<file path="src/rtl/seq_pkg.sv">
// seq_pkg: shared types and constants for the exec_sequencer control unit.
//   - seq_state_e : sequencer FSM states (StStepWait only when SEQ_STEP_EN is defined)
//   - alu_op_e    : 2-bit ALU function select
//   - instruction field positions, HALT opcode, default ROM depth
package seq_pkg;

    localparam int unsigned IMEM_DEPTH_DEFAULT = 64;

    localparam logic [7:0] HALT_OPCODE = 8'hFF;

    // Instruction layout: [7:6] rd, [5:4] rs1, [3:2] rs2, [1:0] alu_op
    localparam int unsigned FIELD_W = 2;
    localparam int unsigned RD_LSB  = 6;
    localparam int unsigned RS1_LSB = 4;
    localparam int unsigned RS2_LSB = 2;
    localparam int unsigned OP_LSB  = 0;

    typedef enum logic [2:0] {
        StIdle,
        StFetch,
        StDecode,
        StExecute,
        StWriteback,
        StDone
`ifdef SEQ_STEP_EN
        ,
        StStepWait
`endif
    } seq_state_e;

    typedef enum logic [1:0] {
        AluAdd = 2'd0,
        AluSub = 2'd1,
        AluAnd = 2'd2,
        AluOr  = 2'd3
    } alu_op_e;

endpackage

</file>
<file path="src/rtl/seq_pc.sv">
// seq_pc: program counter for exec_sequencer.
//   clk      : system clock
//   reset_n  : asynchronous active-low reset (pc -> 0)
//   i_clr    : synchronous clear to 0 (wins over i_inc)
//   i_inc    : advance by one, wrapping modulo IMEM_DEPTH
//   o_pc     : current program counter
module seq_pc #(
    parameter int unsigned IMEM_DEPTH = 64,
    parameter int unsigned PC_WIDTH   = $clog2(IMEM_DEPTH)
) (
    input  logic                clk,
    input  logic                reset_n,
    input  logic                i_clr,
    input  logic                i_inc,
    output logic [PC_WIDTH-1:0] o_pc
);

    // Explicit wrap so non-power-of-two depths still cycle through 0..IMEM_DEPTH-1
    localparam logic [PC_WIDTH-1:0] LAST_PC = PC_WIDTH'(IMEM_DEPTH - 1);

    logic [PC_WIDTH-1:0] r_pc;
    logic [PC_WIDTH-1:0] w_pc_next;

    always_comb begin
        w_pc_next = r_pc;
        if (i_clr) begin
            w_pc_next = '0;
        end else if (i_inc) begin
            w_pc_next = (r_pc == LAST_PC) ? '0 : r_pc + 1'b1;
        end
    end

    always_ff @(posedge clk or negedge reset_n) begin
        if (!reset_n) begin
            r_pc <= '0;
        end else begin
            r_pc <= w_pc_next;
        end
    end

    assign o_pc = r_pc;

endmodule

</file>
<file path="src/rtl/exec_sequencer.sv">
// exec_sequencer: four-cycle (fetch/decode/execute/writeback) control unit for the
// 16-bit accumulator datapath. Fetches 8-bit instructions from a combinational ROM,
// drives register-file selects and ALU op, and is the sole source of rf_we.
//   clk, reset_n            : clock, asynchronous active-low reset
//   start                   : begin a run at address 0 (sampled only in idle)
//   step                    : single-step release (only when SEQ_STEP_EN is defined)
//   busy, done              : run in progress / one-cycle completion pulse
//   imem_addr, imem_data    : ROM address (== pc) and read data
//   rf_rd/rs1/rs2_sel       : register selects, rf_we : write strobe
//   alu_op                  : ALU function select
//   instr_count             : instructions retired in the current/last run
// Optional feature macro: SEQ_STEP_EN (adds step port and StStepWait state).
module exec_sequencer
    import seq_pkg::*;
#(
    parameter int unsigned IMEM_DEPTH = IMEM_DEPTH_DEFAULT,
    parameter int unsigned PC_WIDTH   = $clog2(IMEM_DEPTH),
    parameter int unsigned PROG_LEN   = 3
) (
    input  logic                clk,
    input  logic                reset_n,
    input  logic                start,
`ifdef SEQ_STEP_EN
    input  logic                step,
`endif
    output logic                busy,
    output logic                done,
    output logic [PC_WIDTH-1:0] imem_addr,
    input  logic [7:0]          imem_data,
    output logic [1:0]          rf_rd_sel,
    output logic [1:0]          rf_rs1_sel,
    output logic [1:0]          rf_rs2_sel,
    output logic                rf_we,
    output logic [1:0]          alu_op,
    output logic [PC_WIDTH:0]   instr_count
);

    localparam logic [PC_WIDTH:0] PROG_LEN_C = (PC_WIDTH + 1)'(PROG_LEN);

    seq_state_e          r_state;
    seq_state_e          w_state_next;
    logic [7:0]          r_ir;
    logic [PC_WIDTH:0]   r_count;
    logic [PC_WIDTH:0]   w_count_inc;
    logic                w_pc_clr;
    logic                w_pc_inc;
    logic                w_ir_load;
    logic                w_retire;
    logic                w_drive;
    logic                w_we;
    alu_op_e             w_alu_op;

    assign w_count_inc = r_count + 1'b1;
    assign w_alu_op    = alu_op_e'(r_ir[OP_LSB +: FIELD_W]);

    always_comb begin
        w_state_next = r_state;
        w_pc_clr     = 1'b0;
        w_pc_inc     = 1'b0;
        w_ir_load    = 1'b0;
        w_retire     = 1'b0;
        w_drive      = 1'b0;
        w_we         = 1'b0;
        case (r_state)
            StIdle: begin
                if (start) begin
                    w_pc_clr     = 1'b1;
                    w_state_next = StFetch;
                end
            end
            StFetch: begin
                w_ir_load    = 1'b1;
                w_state_next = StDecode;
            end
            StDecode: begin
                // HALT ends the run without a write or retire
                if (r_ir == HALT_OPCODE) begin
                    w_state_next = StDone;
                end else begin
                    w_drive      = 1'b1;
                    w_state_next = StExecute;
                end
            end
            StExecute: begin
                w_drive      = 1'b1;
                w_state_next = StWriteback;
            end
            StWriteback: begin
                w_drive  = 1'b1;
                w_we     = 1'b1;
                w_retire = 1'b1;
                if (w_count_inc == PROG_LEN_C) begin
                    w_state_next = StDone;
                end else begin
                    w_pc_inc = 1'b1;
`ifdef SEQ_STEP_EN
                    w_state_next = StStepWait;
`else
                    w_state_next = StFetch;
`endif
                end
            end
`ifdef SEQ_STEP_EN
            StStepWait: begin
                if (step) begin
                    w_state_next = StFetch;
                end
            end
`endif
            StDone: begin
                w_state_next = StIdle;
            end
            default: begin
                w_state_next = StIdle;
            end
        endcase
    end

    always_ff @(posedge clk or negedge reset_n) begin
        if (!reset_n) begin
            r_state <= StIdle;
            r_ir    <= '0;
            r_count <= '0;
        end else begin
            r_state <= w_state_next;
            if (w_ir_load) begin
                r_ir <= imem_data;
            end
            if (w_pc_clr) begin
                r_count <= '0;
            end else if (w_retire) begin
                r_count <= w_count_inc;
            end
        end
    end

    seq_pc #(
        .IMEM_DEPTH (IMEM_DEPTH),
        .PC_WIDTH   (PC_WIDTH)
    ) u_seq_pc (
        .clk     (clk),
        .reset_n (reset_n),
        .i_clr   (w_pc_clr),
        .i_inc   (w_pc_inc),
        .o_pc    (imem_addr)
    );

    // Outputs decode straight from state so reset forces them all low at once
    assign busy        = (r_state != StIdle);
    assign done        = (r_state == StDone);
    assign rf_we       = w_we;
    assign rf_rd_sel   = w_drive ? r_ir[RD_LSB +: FIELD_W]  : 2'b00;
    assign rf_rs1_sel  = w_drive ? r_ir[RS1_LSB +: FIELD_W] : 2'b00;
    assign rf_rs2_sel  = w_drive ? r_ir[RS2_LSB +: FIELD_W] : 2'b00;
    assign alu_op      = w_drive ? w_alu_op                 : AluAdd;
    assign instr_count = r_count;

endmodule

</file>
<file path="config.mk">
export PLATFORM = sky130hd
export DESIGN_NAME = exec_sequencer
export DESIGN_NICKNAME = d
export VERILOG_FILES = /design/src/rtl/seq_pkg.sv /design/src/rtl/seq_pc.sv /design/src/rtl/exec_sequencer.sv
export SDC_FILE = /design/constraint.sdc
export NUM_CORES = 1
export LEC_CHECK = 0
export ABC_CLOCK_PERIOD_IN_PS = 2700
export CAP_MARGIN = 0
export CORE_MARGIN = 5
export CORE_UTILIZATION = 30
export DETAILED_ROUTE_END_ITERATION = 10
export PLACE_DENSITY = 0.59
export SLEW_MARGIN = 20
export SYNTH_ARGS = -nofsm -noshare
export SYNTH_HDL_FRONTEND = slang
export SYNTH_HIERARCHICAL = 1
export SYNTH_SLANG_ARGS = --single-unit
</file>
<file path="constraint.sdc">
create_clock -name clk -period 2.7 [get_ports clk]
set_input_delay 0.81 -clock clk [delete_from_list [all_inputs] [get_ports clk]]
set_output_delay 0.81 -clock clk [all_outputs]
set_load 0.02 [all_outputs]
</file>
### Word-level counts from Yosys, hierarchy flattened

Cells that the tools add are included.

* bits of input ports: 11
* bits in registers: 24
* output and inout port bits: 24

* add/subtract/negate cells: 2
* equality and inequality tests: 9
* reduce and logical (&&, ||, !) cells: 5
* muxes and demuxes: 21

Operators with widths (number)
* $mux 6: 3
* $pmux 3 s5: 1
* $mux 7: 2
* $mux 3: 3
* $eq 8x8->1 const B: 1
* $mux 2: 4
* $add 7x1->7 const B: 1
* $eq 7x2->1 const B: 1
* $mux 1: 7
* $add 6x1->6 const B: 1
* $eq 3x2->1 const B: 2
* $eq 3x3->1 const B: 2
* $eq 6x6->1 const B: 1
* $reduce_bool 2->1: 2
* $eq 3x1->1 const B: 1
* $logic_not 3->1: 1
* $reduce_bool 3->1: 1
* $ne 2x2->1 const B: 1
* $pmux 1 s2: 1
* $reduce_or 2->1: 1

### Longest topological paths before layout

Gate-level depths: netlist of the first run.

* depth in word-level cells: 6
* depth in mapped cells: 9
* mapped depth without buffers: 8

### Hierarchy

The synthesis of the first run kept the hierarchy.

Modules (own cells, without submodules)
* exec_sequencer: area an instance 984.7 um^2, cells an instance 95, instances 1, seq. area each 450.4 um^2
* seq_pc: area an instance 315.3 um^2, cells an instance 32, instances 1, seq. area each 150.1 um^2

### Worst setup path after synthesis of the first run

OpenSTA, ideal clock, no wires.

* path type: reg-to-reg
* start: register r_count[0] (netlist: instr_count[0])
* end: register u_seq_pc.r_pc[5] (netlist: u_seq_pc/o_pc[5])
* arrival: 1.992 ns
* setup slack: 0.631 ns
* path buffers: 1
* clock period less this slack: 2.069 ns
* stages on the path, launching flop included: 10
* cells stage by stage: dfrtp_1 -> ha_1 -> nand2_1 -> nor2_1 -> xnor2_1 -> a41oi_1 -> buf_2 -> nand3_1 -> or3_1 -> a21oi_1

* longest elaborated chain between the ends: 5

RTL lines
* start: declaration: RTL line exec_sequencer.sv:43 `logic [PC_WIDTH:0] r_count;`
* start signal: assignment: RTL line exec_sequencer.sv:132 `r_count <= w_count_inc;`
* $add 7x1->7: RTL line exec_sequencer.sv:53 `assign w_count_inc = r_count + 1'b1;`
* $eq 7x2->1: RTL line exec_sequencer.sv:92 `if (w_count_inc == PROG_LEN_C) begin`
* $mux 1: RTL line exec_sequencer.sv:92
* $mux 1: RTL line exec_sequencer.sv:64 `case (r_state)`
* via w_pc_inc: RTL line exec_sequencer.sv:46 `logic w_pc_inc;`
* $reduce_bool 2->1 (no line)
* end signal: assignment: RTL line seq_pc.sv:37 `r_pc <= w_pc_next;`
* end: declaration: RTL line seq_pc.sv:21 `logic [PC_WIDTH-1:0] r_pc;`

The timed path passes the listed nets, and every way through them passes these cells.
A chain may end at the register's enable or synchronous reset.

### Worst setup path in the final report of the first run

* start: register r_state[1]
* end: output port done

* longest elaborated chain between the ends: 1

RTL lines
* start: declaration: RTL line exec_sequencer.sv:40 `seq_state_e r_state;`
* start signal: assignment: RTL line exec_sequencer.sv:121 `r_state <= StIdle;`
* start signal: assignment: RTL line exec_sequencer.sv:125 `r_state <= w_state_next;`
* $eq 3x3->1: RTL line exec_sequencer.sv:150 `assign done = (r_state == StDone);`
* end: declaration: RTL line exec_sequencer.sv:27 `output logic done,`

No other way between the ends.

==> metrics.yaml, run 1 <==
slew_headroom_pct: 70.4
ys_seq_elements: 24
min_path_type: "flip-flop to flip-flop"
cts_buffer_depth: 2
finalNonFillerCells: 221
io_pins: 35
worst_setup_path_end_kind: "output pin"
fill_cells: 420
setup_tns_ns: 0
cts_buffers: 3
ant_nets: 0
ff_latch_area_um2: 601
cts_tree: "built"
synth_edf_count: 0
cts-resized-gates: 9
fin_skew_ns: 0.00477
vias_per_cell: 4.91
wl_per_cell_um: 13.2
power_leakage_nw: 0.768
finalSetupViolations: 0
grt_pass1_vias: 1091
power.density_nw_per_um2: 1010
clk_latency_ns: 0.26
synth_warnings: 6
ys_types: 42
drtPass1Iterations: 5
start_util_pct: 30.5
layout_commonest_cell: "clkdlybuf4s50_1"
yosysSeqAreaShare_pct: 46.2
syn2layout_area_growth_pct: 38.0
postSynthCellCount: 127
grt_pass1_wl_mm: 4.93
async_reset_ff_share_pct: 100
syn-cell-area_um2: 1300
crit_fanout: 7
grt_max_degree: 25
final_hold_viol_count: 0
worstSetupPathType: "flip-flop to output pin"
track_usage_pct: 11.2
status: "complete, no violations"
drt_iter0_markers: 61
crit_required_ns: 1.89
tightest_slew_ns: 0.444
multi_input_area_um2: 659
cts.sinks: 24
dieArea_um2: 5750
row_count: 24
path_clk_slew_ns: 0.08
antenna_found_initial: 0
finalWirelength_mm: 2.92
rsz0062_at_grt: "false"
layout.nets: 184
finalCriticalPeriod_ns: 2.56
synth_ff_type: "dfrtp_1"
drive_gt1_share_pct: 17.2
period_share_pct: 94.9
chipWidth_um: 75.8
rrSetupSlack_ns: 0.51
post-route-drc-count: 0
core_um2: 4260
placed_cells: 217
most-common-layout-cells: "clkdlybuf4s50_1, dfrtp_1, nand2_1, dlygate4sd2_1"
syn-mean-instance-area_um2: 10.2
dp_hpwl_mm: 2.22
vdd_drop_max_v: 0.000504
portBuffers: 34
gp_congestion: 0.907
drv_slew: 0
hold_buffers: 0
fp.dieH_um: 75.8
htree_levels: 1
fmax_mhz: 390
arrival_ns: 1.75
syn_nets: 141
vias: 1085
maxCapViolCount: 0
cts_root_buffer: "clkbuf_8"
cp-start-kind: "flip-flop"
postCtsSetupRepairBufs: 0
diodes: 0
grt_overflow: 0
-- layer usage --
layer,GRT usage [%],vias to the layer above,part of all wire (%),wire length [um]
met5,0,-,0,0
met4,2.14,0,0.48,14
met3,3.17,2,3.7,108
li1,-,539,-,-
met2,18.4,23,50,1450
met1,14.6,521,46,1350
-- flip-flops by register name, summed over array words and instances (netlist names) --
register and flops:
instr_count 7, r_ir 8, r_state 3, u_seq_pc/o_pc 6
-- path summary, 6_finish.rpt --
path / from / endpoint / cells past startpoint
hold reg to reg: r_ir[6] / r_ir[6] / 1
setup reg to reg: instr_count[0] / u_seq_pc/o_pc[5] / 8
max in group asynchronous: reset_n / r_ir[7] / 2
setup / recovery: r_state[1] / done / 4
min in group asynchronous: reset_n / u_seq_pc/o_pc[0] / 2
hold / removal: r_ir[6] / r_ir[6] / 1
-- metrics by stage --
stage | instance area [um^2] | power [W] | hold slack [ns] | worst slack [ns] | utilization (%)
6_report | 1790 | 0.00182 | 0.529 | 0.137 | 42.1
5_1_grt | 1790 | 0.00196 | 0.565 | 0.0517 | 42.1
4_1_cts | 1790 | 0.00184 | 0.535 | 0.110 | 42.1
3_5_place_dp | 1730 | 0.00157 | 0.515 | 0.215 | 40.7
3_3_place_gp | 1730 | 0.00156 | 0.519 | 0.251 | 40.7
2_1_floorplan | 1300 | 0.00117 | 0.494 | 0.631 | -
-- layout make-up --
cell class | count | share of cell area, %
clock buffer | 3 | 2.30
clock inverter | 1 | 1.67
inverter | 4 | 0.907
multi-input combinational | 96 | 36.8
sequential | 24 | 33.5
tap | 52 | 3.63
timing repair buffer | 41 | 21.3
-- synthesized netlist by cell type (all sizes together), types with 2 or more instances --
master | instances | share of area (%)
or3 | 2 | 0.96
inv | 3 | 0.87
a21oi | 3 | 1.2
ha | 3 | 2.9
buf | 3 | 1.8
o21ai | 8 | 3.4
nand3b | 2 | 1.2
dfrtp | 24 | 46
a41oi | 2 | 1.3
nand2 | 11 | 3.2
nand2b | 3 | 1.6
nand3 | 6 | 2.7
or3b | 2 | 1.5
mux2 | 8 | 6.9
nor3 | 5 | 1.9
and2 | 8 | 3.9
xor2 | 4 | 2.7
o22ai | 3 | 1.4
nand4 | 4 | 1.9
nor2 | 9 | 2.8
-- logic make-up (layout without fill, tap and decap cells) --
kind of cell,count (synthesis),count (layout),share of synthesized area [%]
multiplexers,9,9,7.70
flip-flops,24,24,46.2
AO/OA/AOI/OAI,24,24,12.3
buffers and inverters,7,49,3.08
adder cells (fa/ha/maj),3,3,2.89
AND/OR/NAND/NOR,55,55,24.4
XOR/XNOR,5,5,3.37
-- worst max-delay path, stage by stage (launching register included) --
cell and delay, ns:
dfrtp_1 0.39, buf_4 0.16, nand2b_2 0.19, nor2_1 0.12, clkdlybuf4s50_1 0.62
-- where the power goes --
| part | switching, W | internal, W |
|---|---|---|
| Sequential | 0.000127 | 0.000486 |
| Clock | 0.000110 | 0.000198 |
| Combinational | 0.000463 | 0.000433 |
No activity file was read; power rests on OpenSTA's default activity.
==> run 2: changes to the inputs <==
--- a/config.mk
+++ b/config.mk
@@ -5,12 +5,13 @@
 export SDC_FILE = /design/constraint.sdc
 export NUM_CORES = 1
 export LEC_CHECK = 0
-export ABC_CLOCK_PERIOD_IN_PS = 2700
+export ABC_CLOCK_PERIOD_IN_PS = 2300
 export CAP_MARGIN = 0
 export CORE_MARGIN = 5
 export CORE_UTILIZATION = 30
+export CTS_CLUSTER_SIZE = 8
 export DETAILED_ROUTE_END_ITERATION = 10
-export PLACE_DENSITY = 0.59
+export PLACE_DENSITY = 0.61
 export SLEW_MARGIN = 20
 export SYNTH_ARGS = -nofsm -noshare
 export SYNTH_HDL_FRONTEND = slang
==> constraint.sdc (replaced) <==
create_clock -name clk -period 2.3 [get_ports clk]
set_input_delay 0.69 -clock clk [delete_from_list [all_inputs] [get_ports clk]]
set_output_delay 0.69 -clock clk [all_outputs]
set_load 0.02 [all_outputs]
==> metrics.yaml, run 2 (synthesized netlist as in run 1, its figures left out) <==
cp-start-kind: "flip-flop"
fmax_mhz: 456
layout_commonest_cell: "dfrtp_1"
grt_pass1_wl_mm: 4.95  # +0.57%
rsz0062_at_grt: "false"
min_path_type: "flip-flop to flip-flop"
row_count: 24  # unchanged
clk_latency_ns: 0.27  # about the same
finalSetupViolations: 0  # unchanged
drtPass1Iterations: 5  # unchanged
fin_ws_ns: 0.109  # -0.0277 ns
crit_required_ns: 1.61  # -0.28 ns
fin_util_pct: 42.5  # +0.47 points
drt_iter0_markers: 35  # -43%
crit_fanout: 7  # unchanged
fin_skew_ns: 0.00681  # +0.00204 ns
dp_hpwl_mm: 2.29  # +3.1%
grt_pass1_vias: 1140  # +4.5%
power_switching_w: 0.000848  # +21%
ant_nets: 0  # unchanged
wl_per_cell_um: 13.2  # -0.47%
diodes: 0  # unchanged
cts_tree: "built"
pwr-share-clk_pct: 16.9  # about the same
antenna_found_initial: 0  # unchanged
drive_gt1_share_pct: 25.3  # +8.1 points
syn2layout_area_growth_pct: 39.6
io_pins: 35  # unchanged
maxCapViolCount: 0  # unchanged
start_util_pct: 30.5  # unchanged
most-common-layout-cells: "dfrtp_1, clkdlybuf4s50_1, buf_4, nand2_1, buf_2"
hold_buffers: 0  # unchanged
track_usage_pct: 11.3  # +0.16 points
finalWirelength_mm: 2.97  # +1.8%
cts_buffers: 3  # unchanged
power_frac_comb_pct: 51.7  # +2.4 points
fp.dieH_um: 75.8  # unchanged
postCtsSetupRepairBufs: 0  # unchanged
worst_setup_path_end_kind: "output pin"
chipWidth_um: 75.8  # unchanged
power_frac_seq_pct: 31.4  # -2.3 points
fill_cells: 415  # -1.2%
cts_buffer_depth: 2  # unchanged
tightest_slew_ns: 0.408  # -0.0355 ns
htree_levels: 1  # unchanged
place_ws_ns: -0.0505  # -0.266 ns
vdd_drop_max_v: 0.000402  # -20%
vias_per_cell: 4.82  # -1.8%
drv_slew: 0  # unchanged
power.density_nw_per_um2: 1200  # +19%
finalCriticalPeriod_ns: 2.19
core_um2: 4260  # unchanged
status: "complete, no violations"
dieArea_um2: 5750  # unchanged
period_share_pct: 95.2
worstSetupPathType: "flip-flop to output pin"
cts_root_buffer: "clkbuf_8"
intPower_w: 0.00134  # +20%
grt_max_degree: 25  # unchanged
largest_reg_flops: 8  # unchanged
gp_congestion: 0.852  # -6.2%
layout.nets: 189  # +2.7%
post-route-drc-count: 0  # unchanged
grt_overflow: 0  # unchanged
final_hold_viol_count: 0  # unchanged
arrival_ns: 1.50  # -0.25 ns
power_leakage_nw: 0.785  # +2.2%
cts.sinks: 24  # unchanged
portBuffers: 34  # unchanged
path_clk_slew_ns: 0.08  # about the same
vias: 1090  # +0.46%
sw_frac_of_total_pct: 38.8  # +0.31 points
slew_headroom_pct: 72.8  # +2.4 points
regMostFlops: "r_ir"
## run 2: worst paths after layout
path | depth (start not counted) | slack [ns] | from | end
min | 1 | 0.53 | r_ir[2] | r_ir[2]
min reg2reg | 1 | 0.53 | r_ir[2] | r_ir[2]
max | 3 | 0.11 | r_state[0] | busy
max in group asynchronous | 2 | 1.29 | reset_n | r_ir[4]
min in group asynchronous | 2 | 0.77 | reset_n | instr_count[4]
max reg2reg | 8 | 0.25 | instr_count[0] | u_seq_pc/o_pc[5]
## run 2: layout make-up
| type | count | area (um^2) | area share (%) |
|---|---|---|---|
| repair buffers | 46 | 383 | 21.1 |
| multi-input cells | 96 | 678 | 37.4 |
| inverters | 4 | 16.3 | 0.897 |
| well taps | 52 | 65.1 | 3.59 |
| clock inverters | 1 | 30.0 | 1.66 |
| clock buffers | 3 | 41.3 | 2.28 |
| flip-flops and latches | 24 | 601 | 33.1 |
## run 2: repair_timing
| action | in CTS | in global routing |
|---|---|---|
| gates cloned | 0 | 0 |
| setup endpoints to repair | 11 | 7 |
| resized for setup | 30 | 11 |
## run 2: critical path, stage by stage, from the launching register on
cell and delay [ns]:
dfrtp_1 0.38, buf_4 0.17, or3_1 0.36, dlygate4sd2_1 0.33
## run 2: metrics by stage
stage / TNS [ns] / cell area, um^2 / cells / total power, W / hold WS, ns
2_1_floorplan: 0 / 1300 / 127 / 0.00138 / 0.394
3_3_place_gp: -0.136 / 1770 / 222 / 0.00188 / 0.514
3_5_place_dp: -0.345 / 1770 / 222 / 0.00190 / 0.516
4_1_cts: -0.0124 / 1850 / 226 / 0.00224 / 0.536
5_1_grt: 0 / 1810 / 226 / 0.00233 / 0.558
6_report: 0 / 1810 / 226 / 0.00218 / 0.535
## run 2: routing by layer
layer | track usage (%) | wire, um | vias to the layer above
met1 | 13.2 | 1310 | 533
met4 | 5.24 | 34 | 0
li1 | - | - | 544
met2 | 20.2 | 1570 | 11
met5 | 0 | 0 | -
met3 | 1.72 | 53 | 2
## run 2: power by group through the flow
stage	logic [W]	clock network (W)	registers (W)
floorplan	0.000606	0	0.000773
global placement	0.00118	0	0.000691
detailed placement	0.00121	0	0.000691
CTS	0.00117	0.000382	0.000686
global route	0.00123	0.000394	0.000710
finish	0.00113	0.000370	0.000685
==> run 3: changes to the inputs <==
--- a/config.mk
+++ b/config.mk
@@ -5,13 +5,15 @@
 export SDC_FILE = /design/constraint.sdc
 export NUM_CORES = 1
 export LEC_CHECK = 0
+export ABC_AREA = 0
 export ABC_CLOCK_PERIOD_IN_PS = 2300
 export CAP_MARGIN = 0
 export CORE_MARGIN = 5
 export CORE_UTILIZATION = 30
+export CTS_BUF_LIST = sky130_fd_sc_hd__clkbuf_16
 export CTS_CLUSTER_SIZE = 8
 export DETAILED_ROUTE_END_ITERATION = 10
-export PLACE_DENSITY = 0.61
+export PLACE_DENSITY = 0.57
 export SLEW_MARGIN = 20
 export SYNTH_ARGS = -nofsm -noshare
 export SYNTH_HDL_FRONTEND = slang
==> metrics.yaml, run 3 (synthesized netlist as in run 1, its figures left out) <==
status: "complete, no violations"
power.density_nw_per_um2: 1250  # +4.0%
core_um2: 4260  # unchanged
finalWirelength_mm: 3.14  # +5.6%
syn2layout_area_growth_pct: 47.3
finalHoldWorstSlack_ns: 0.534  # -0.000762 ns
grt_overflow: 0  # unchanged
diodes: 0  # unchanged
vias: 1135  # +4.1%
drt_iter0_markers: 67  # +91%
io_pins: 35  # unchanged
portBuffers: 34  # unchanged
grt_max_degree: 25  # unchanged
drv_slew: 0  # unchanged
wl_per_cell_um: 13.7  # +4.2%
layout.nets: 192  # +1.6%
cp-start-kind: "flip-flop"
maxCapViolCount: 0  # unchanged
power_leakage_nw: 0.800  # +1.9%
max_stage_delay_ns: 0.42  # +0.04 ns
start_util_pct: 30.5  # unchanged
htree_levels: 1  # unchanged
most-common-layout-cells: "dfrtp_1, clkdlybuf4s50_1, buf_4, nand2_1"
fmax_mhz: 443  # -2.9%
vdd_drop_max_v: 0.000629  # +56%
antenna_found_initial: 0  # unchanged
arrival_ns: 1.57  # +0.07 ns
path_cells: "or3b_4 -> o21ai_4 -> and2_1 -> clkdlybuf4s15_2"
grt_pass1_vias: 1075  # -5.7%
final_hold_viol_count: 0  # unchanged
period_share_pct: 98.1  # +2.8 points
slew_headroom_pct: 73.4  # +0.63 points
cts_buffers: 3  # unchanged
fin_util_pct: 44.9  # +2.3 points
ant_nets: 0  # unchanged
crit_required_ns: 1.61  # about the same
row_count: 24  # unchanged
dieArea_um2: 5750  # unchanged
track_usage_pct: 11.6  # +0.30 points
chipWidth_um: 75.8  # unchanged
min_path_type: "flip-flop to flip-flop"
cts.sinks: 24  # unchanged
regMostFlops: "r_ir"
worstSetupPathType: "flip-flop to output pin"
cp_slowest_cell: "or3b_4"
gp_congestion: 0.872  # +2.4%
finalSetupViolations: 0  # unchanged
grt_pass1_wl_mm: 5.09  # +2.8%
fp.dieH_um: 75.8  # unchanged
crit_fanout: 8  # +1
clk_latency_ns: 0.25  # -0.02 ns
largest_reg_flops: 8  # unchanged
drive_gt1_share_pct: 26.6  # +1.3 points
post-route-drc-count: 0  # unchanged
final_area_um2: 1910  # +5.5%
worst_setup_path_end_kind: "output pin"
dp_hpwl_mm: 2.38  # +4.2%
finalCriticalPeriod_ns: 2.26  # +0.0648 ns
cts_buffer_depth: 2  # unchanged
fin_skew_ns: 0.00216  # -0.00464 ns
tightest_slew_ns: 0.399  # -0.00951 ns
hold_buffers: 0  # unchanged
cts_root_buffer: "clkbuf_16"
cts_tree: "built"
drtPass1Iterations: 5  # unchanged
placed_cell_area_um2: 1780  # +0.42%
layout_commonest_cell: "dfrtp_1"
path_clk_slew_ns: 0.06  # -0.02 ns
vias_per_cell: 4.96  # +2.8%
run 3: cell count changes in the layout (fill, tap and decap cells not counted), moves of 3 or more:
| cell | before | now |
|---|---|---|
| clkdlybuf4s15_2 | 0 | 8 |
| clkbuf_8 | 3 | 0 |
| clkbuf_16 | 0 | 3 |
| buf_2 | 9 | 0 |
| buf_4 | 12 | 15 |
run 3: power breakdown:
part	switching, W	total, W	internal, W	leakage (nW)
combinational	0.000606	0.00121	0.000603	0.445
clock	0.000146	0.000491	0.000346	0.0511
sequential	0.000125	0.000696	0.000571	0.304
run 3: worst max-delay path, delay by kind of cell (launching register included):
kind | cells | cell delay [ns]
DFF | 1 | 0.38
buffers and inverters | 1 | 0.26
AOI/OAI and AO/OA | 1 | 0.10
and+or+nand+nor | 2 | 0.58
run 3: final timing paths:
kind                                 from          endpoint  slack [ns]  depth (start not counted)
min in group asynchronous         reset_n  u_seq_pc/o_pc[0]        0.79                          2
max                            r_state[0]     rf_rs1_sel[1]        0.04                          4
min reg2reg                       r_ir[0]           r_ir[0]        0.53                          1
max in group asynchronous         reset_n           r_ir[4]        1.28                          2
min                               r_ir[0]           r_ir[0]        0.53                          1
max reg2reg                instr_count[0]  u_seq_pc/o_pc[4]        0.22                          9
run 3: area by class of cell:
| type | count | area (um^2) |
|---|---|---|
| Timing Repair Buffer | 49 | 455 |
| Clock inverter | 1 | 30.0 |
| Tap cell | 52 | 65.1 |
| Sequential cell | 24 | 601 |
| Multi-Input combinational cell | 96 | 672 |
| Inverter | 4 | 16.3 |
| Clock buffer | 3 | 75.1 |
| Fill cell | 394 | 2350 |
run 3: metal layers:
| layer | track usage [%] | vias up | part of all wire (%) |
|---|---|---|---|
| met4 | 2.72 | 0 | 0.41 |
| met2 | 18.6 | 30 | 50 |
| met1 | 15.5 | 549 | 46 |
| met3 | 3.30 | 2 | 4.0 |
| li1 | - | 554 | - |
| met5 | 0 | - | 0 |
run 3: repair_timing:
action | 4_1_cts | 5_1_grt
setup buffers | 0 | 2
gates resized for setup | 28 | 3
endpoints found under the setup margin | 11 | 9
run 3: per-stage QoR:
step	setup slack [ns]	total power (W)	std cells	setup TNS [ns]
3_5_place_dp	-0.0617	0.00192	223	-0.363
2_1_floorplan	0.231	0.00138	127	0
6_report	0.0445	0.00240	229	0
5_1_grt	-0.00668	0.00255	229	-0.0270
3_3_place_gp	-0.0159	0.00189	223	-0.0996
4_1_cts	0.00553	0.00239	227	0
==> RTL edit 1, RTL diff (config.mk and constraints of run 3) <==
`RS1_LSB`: 4 -> 6.
--- a/src/rtl/seq_pkg.sv
+++ b/src/rtl/seq_pkg.sv
@@ -11,7 +11,7 @@
     // Instruction layout: [7:6] rd, [5:4] rs1, [3:2] rs2, [1:0] alu_op
     localparam int unsigned FIELD_W = 2;
     localparam int unsigned RD_LSB  = 6;
-    localparam int unsigned RS1_LSB = 4;
+    localparam int unsigned RS1_LSB = 6;
     localparam int unsigned RS2_LSB = 2;
     localparam int unsigned OP_LSB  = 0;
 
Function: changed (Yosys sat finds a counterexample within 4 cycles, from zero or initial values and one cycle with reset_n low).
==> RTL edit 1 against run 3 <==
Cell area shrank 5.9%; combinational power shrank 7%; utilization shrank 2.9 points; sequential cell count is the same; synthesized cell count is the same; routed wire length is essentially flat; clock power shrank 25%; synthesized area grew 0.19%; critical path depth is the same; highest routed layer unchanged; largest cell class unchanged; total power shrank 9.2%; clock skew shrank 0.00087 ns; hold slack lost 0.0067 ns; worst setup slack gained 0.053 ns; critical path type unchanged.
==> RTL edit 1: results (changes against run 3) <==
metric,value,unit,change
hold_start,r_ir[3],,
final_nets,189,,-1.6%
worstSetupEndpoint,rf_rd_sel[0],,
synth-seq-area-share,0.461,,-0.000888
slew-limit-headroom,0.750,,+0.0160
hp-class,register to register,,
grt_pass1_wl,5.20,mm,+2.2%
wl_met3,221,um,+75%
drt_iter0_drc,28,,-58%
p_comb,0.00112,W,-7%
crit_arrival,1.51,ns,-0.06 ns
met2_usage,0.202,,+0.0162
r2r_cells,8,,-1
largest_reg_flops,8,,unchanged
netlist_top_cells_count,"dfrtp_1, nand2_1, mux2_2, nor2_1",,
grt_overflow,0,,unchanged
r2r_end,u_seq_pc/o_pc[5],,
yosys_warnings,6,,unchanged
dr.pass1.iters,4,,-1
critPathMaxFanout,6,,-2
ir_drop,0.472,mV,-25%
grt_use_met1,0.143,,-0.0128
holdPathEnd,r_ir[3],,
top_register,r_ir,,
clkPwrFrac,0.169,,-0.036
gr-usage-met3,0.0185,,-0.0145
clock_skew,0.00129,ns,-0.000870 ns
r2r_setup_slack,0.30,ns,+0.08 ns
insertion_delay,0.25,ns,about the same
grt_usage,0.118,,+0.00120
met1_length,1.33,mm,-7.5%
layout-drive-gt1-share,0.254,,-0.0112
postCtsSetupRepairBufs,0,,unchanged
status,"finished, final reports clean",,
synth_area_leaders,"dfrtp_1, mux2_2, nand2_1, and2_1, ha_1",,
via_count,1093,,-3.7%
routedWlPerCell,13.9,um,+1.7%
htreeDepth,1,,unchanged
dpl_cell_area,0.00177,mm2,-0.49%
routed-wl-met2,1.54,mm,-1.5%
setup.worst_path.start,r_state[0],,
ys.flop_type,dfrtp_1,,
yosysUniqueCellTypes,41,,-2.4%
portBuffers,34,,unchanged
p_leak,0.783,nW,-2.2%
intPower,0.00134,W,-12%
gp_congestion,0.761,,-13%
dp_hpwl,2.40,mm,+0.77%
syn-num-nets,141,,unchanged
==> RTL edit 1: changes by cell type after synthesis <==
cell	run 3	this run
o21ai_2	1	0
o21ai_0	5	6
buf_6	1	2
buf_4	1	2
and2_1	8	6
==> RTL edit 1: what timing repair did <==
item | 4_1_cts | 5_1_grt
gates cloned | 0 | 0
gates resized for setup | 32 | 7
setup endpoints to repair | 11 | 7
pin swaps | 0 | 0
endpoints found under the hold margin | 0 | 0
==> RTL edit 1: per-stage QoR <==
stage	setup TNS, ns	std cells	power (W)	hold slack [ns]	worst slack [ns]
floorplan	0	127	0.00138	0.394	0.0833
detailed placement	-1.50	222	0.00192	0.522	-0.218
CTS	0	225	0.00225	0.535	0.000793
finish	0	225	0.00218	0.527	0.0975
global placement	-0.879	222	0.00188	0.505	-0.125
global route	0	225	0.00235	0.560	0.0212
==> RTL edit 1: logic make-up (layout without fill, tap and decap cells) <==
family	count (synthesis)	after routing	synth area share
muxes	9	9	0.0769
xor gates and xnor gates	5	5	0.0336
DFF	24	24	0.461
adders and majority gates	3	3	0.0288
AOI/OAI and AO/OA	24	24	0.120
buffers and inverters	9	55	0.0451
and+or+nand+nor	53	53	0.234
==> RTL edit 1: worst max-delay path, cell delays in order, from the launching register on <==
cell and delay (ns):
dfrtp_1 0.39, or3b_4 0.41, o21ai_2 0.11, and2_1 0.18, buf_2 0.17
==> RTL edit 1: cell type report <==
| class | instances | area (um2) |
|---|---|---|
| Sequential cell | 24 | 601 |
| Timing Repair Buffer | 48 | 398 |
| Inverter | 4 | 16.3 |
| Tap cell | 52 | 65.1 |
| Multi-Input combinational cell | 94 | 647 |
| Fill cell | 412 | 2490 |
| Clock buffer | 3 | 75.1 |
==> RTL edit 2, RTL diff (flow settings as in run 3) <==
Made on the original files. Re-encode `seq_state_e` (6 states) as one-hot, 6 bits wide.
--- a/src/rtl/seq_pkg.sv
+++ b/src/rtl/seq_pkg.sv
@@ -15,13 +15,13 @@
     localparam int unsigned RS2_LSB = 2;
     localparam int unsigned OP_LSB  = 0;
 
-    typedef enum logic [2:0] {
-        StIdle,
-        StFetch,
-        StDecode,
-        StExecute,
-        StWriteback,
-        StDone
+    typedef enum logic [5:0] {
+        StIdle      = 6'b000001,
+        StFetch     = 6'b000010,
+        StDecode    = 6'b000100,
+        StExecute   = 6'b001000,
+        StWriteback = 6'b010000,
+        StDone      = 6'b100000
 `ifdef SEQ_STEP_EN
         ,
         StStepWait
Check against the original RTL: no difference found for any inputs over 10 cycles, from zero or initial values and one cycle with reset_n low; not proved beyond that.
==> RTL edit 2 against run 3 <==
The flow now finishes with violations (negative setup slack); cell area is 28% higher; total power is 16% lower; largest power group unchanged; critical endpoint is now rf_rd_sel[1]; global-route usage is 1.5 points higher; clock skew is 0.00070 ns higher; non-clock buffer count is 28 higher; routed wire length is 27% higher; largest cell class unchanged; worst setup slack worse by 0.33 ns; synthesized cell count is 17% higher; sequential cell count is 3 higher; cell count is 27% higher; sequential share of layout area is 3.7 points lower; synthesized area is 17% higher.
==> RTL edit 2: results (changes against run 3) <==
metric,value,unit,change
final_nets,239,,+24%
routed-wl-met2,2.10,mm,+35%
dpl_worst_slack,-0.550,ns,-0.488 ns
violations,negative setup slack,,
dp_hpwl,3.01,mm,+27%
buffers,77,,+57%
drt_iter0_drc,65,,-3.0%
grt_use_met1,0.161,,+0.00529
multi_input_area_share,0.358,,+0.00744
fin_tns_setup,-2.72,ns,-2.72 ns
slowest_stage,or4b_4,,
final_cells,291,,+27%
area_share_nonclk_buffers,0.282,,+0.0442
p_leak,1.08,nW,+34%
wl_met3,104,um,-17%
crit_arrival,1.90,ns,+0.33 ns
clock_skew,0.00287,ns,+0.000705 ns
worst_slack,-0.287,ns,-0.332 ns
ir_drop,0.411,mV,-35%
routed_wl,4.00,mm,+27%
synth-seq-area-share,0.446,,-0.0160
synth_area_leaders,"dfrtp_1, mux2_2, mux2i_1, and2_1, nand3_1",,
grt_usage,0.131,,+0.0152
slew-limit-headroom,0.692,,-0.0418
area_delta_synth_final,61.0,%,
dpl_cell_area,0.00222,mm2,+25%
dpl.cell_count,280,,+26%
clkCellAreaFrac,0.0338,,-0.0211
num-nonclk-inverters,8,,+4
postSynthCellCount,149,,+17%
cts_resized,75,,+170%
syn_area,0.00152,mm2,+17%
dr.pass1.iters,4,,-1
status,"complete, but fails checks",,
grt_max_degree,28,,+12%
setup_violations,12,,+12
seq_area_frac,0.277,,-0.0367
slowest_delay,0.54,ns,+0.12 ns
netlist_top_cells_count,"dfrtp_1, and2_1, mux2_2, nand3_1, inv_1",,
grt_pass1_vias,1442,,+34%
## RTL edit 2: final timing paths
kind | start | end | slack, ns | cells past startpoint
setup / recovery | r_state[2] | rf_rd_sel[1] | -0.29 | 5
max in group asynchronous | reset_n | r_state[0] | 1.19 | 2
min in group asynchronous | reset_n | instr_count[2] | 0.81 | 2
hold reg to reg | instr_count[5] | instr_count[5] | 0.59 | 1
hold / removal | instr_count[5] | instr_count[5] | 0.59 | 1
setup reg to reg | r_state[2] | u_seq_pc/o_pc[5] | -0.11 | 11
## RTL edit 2: report_power, final
part           leakage [nW]  internal, W  total [W]  switching (W)
logic                 0.691     0.000526   0.000923       0.000397
registers             0.347     0.000600   0.000691      0.0000911
clock network        0.0371     0.000236   0.000397       0.000161
## RTL edit 2: logic make-up after synthesis
group,share of synthesized area
compound gates,0.114
fa+ha+maj,0.0247
buf+inv,0.0396
mux,0.106
xor+xnor,0.0231
flops,0.446
simple gates,0.247
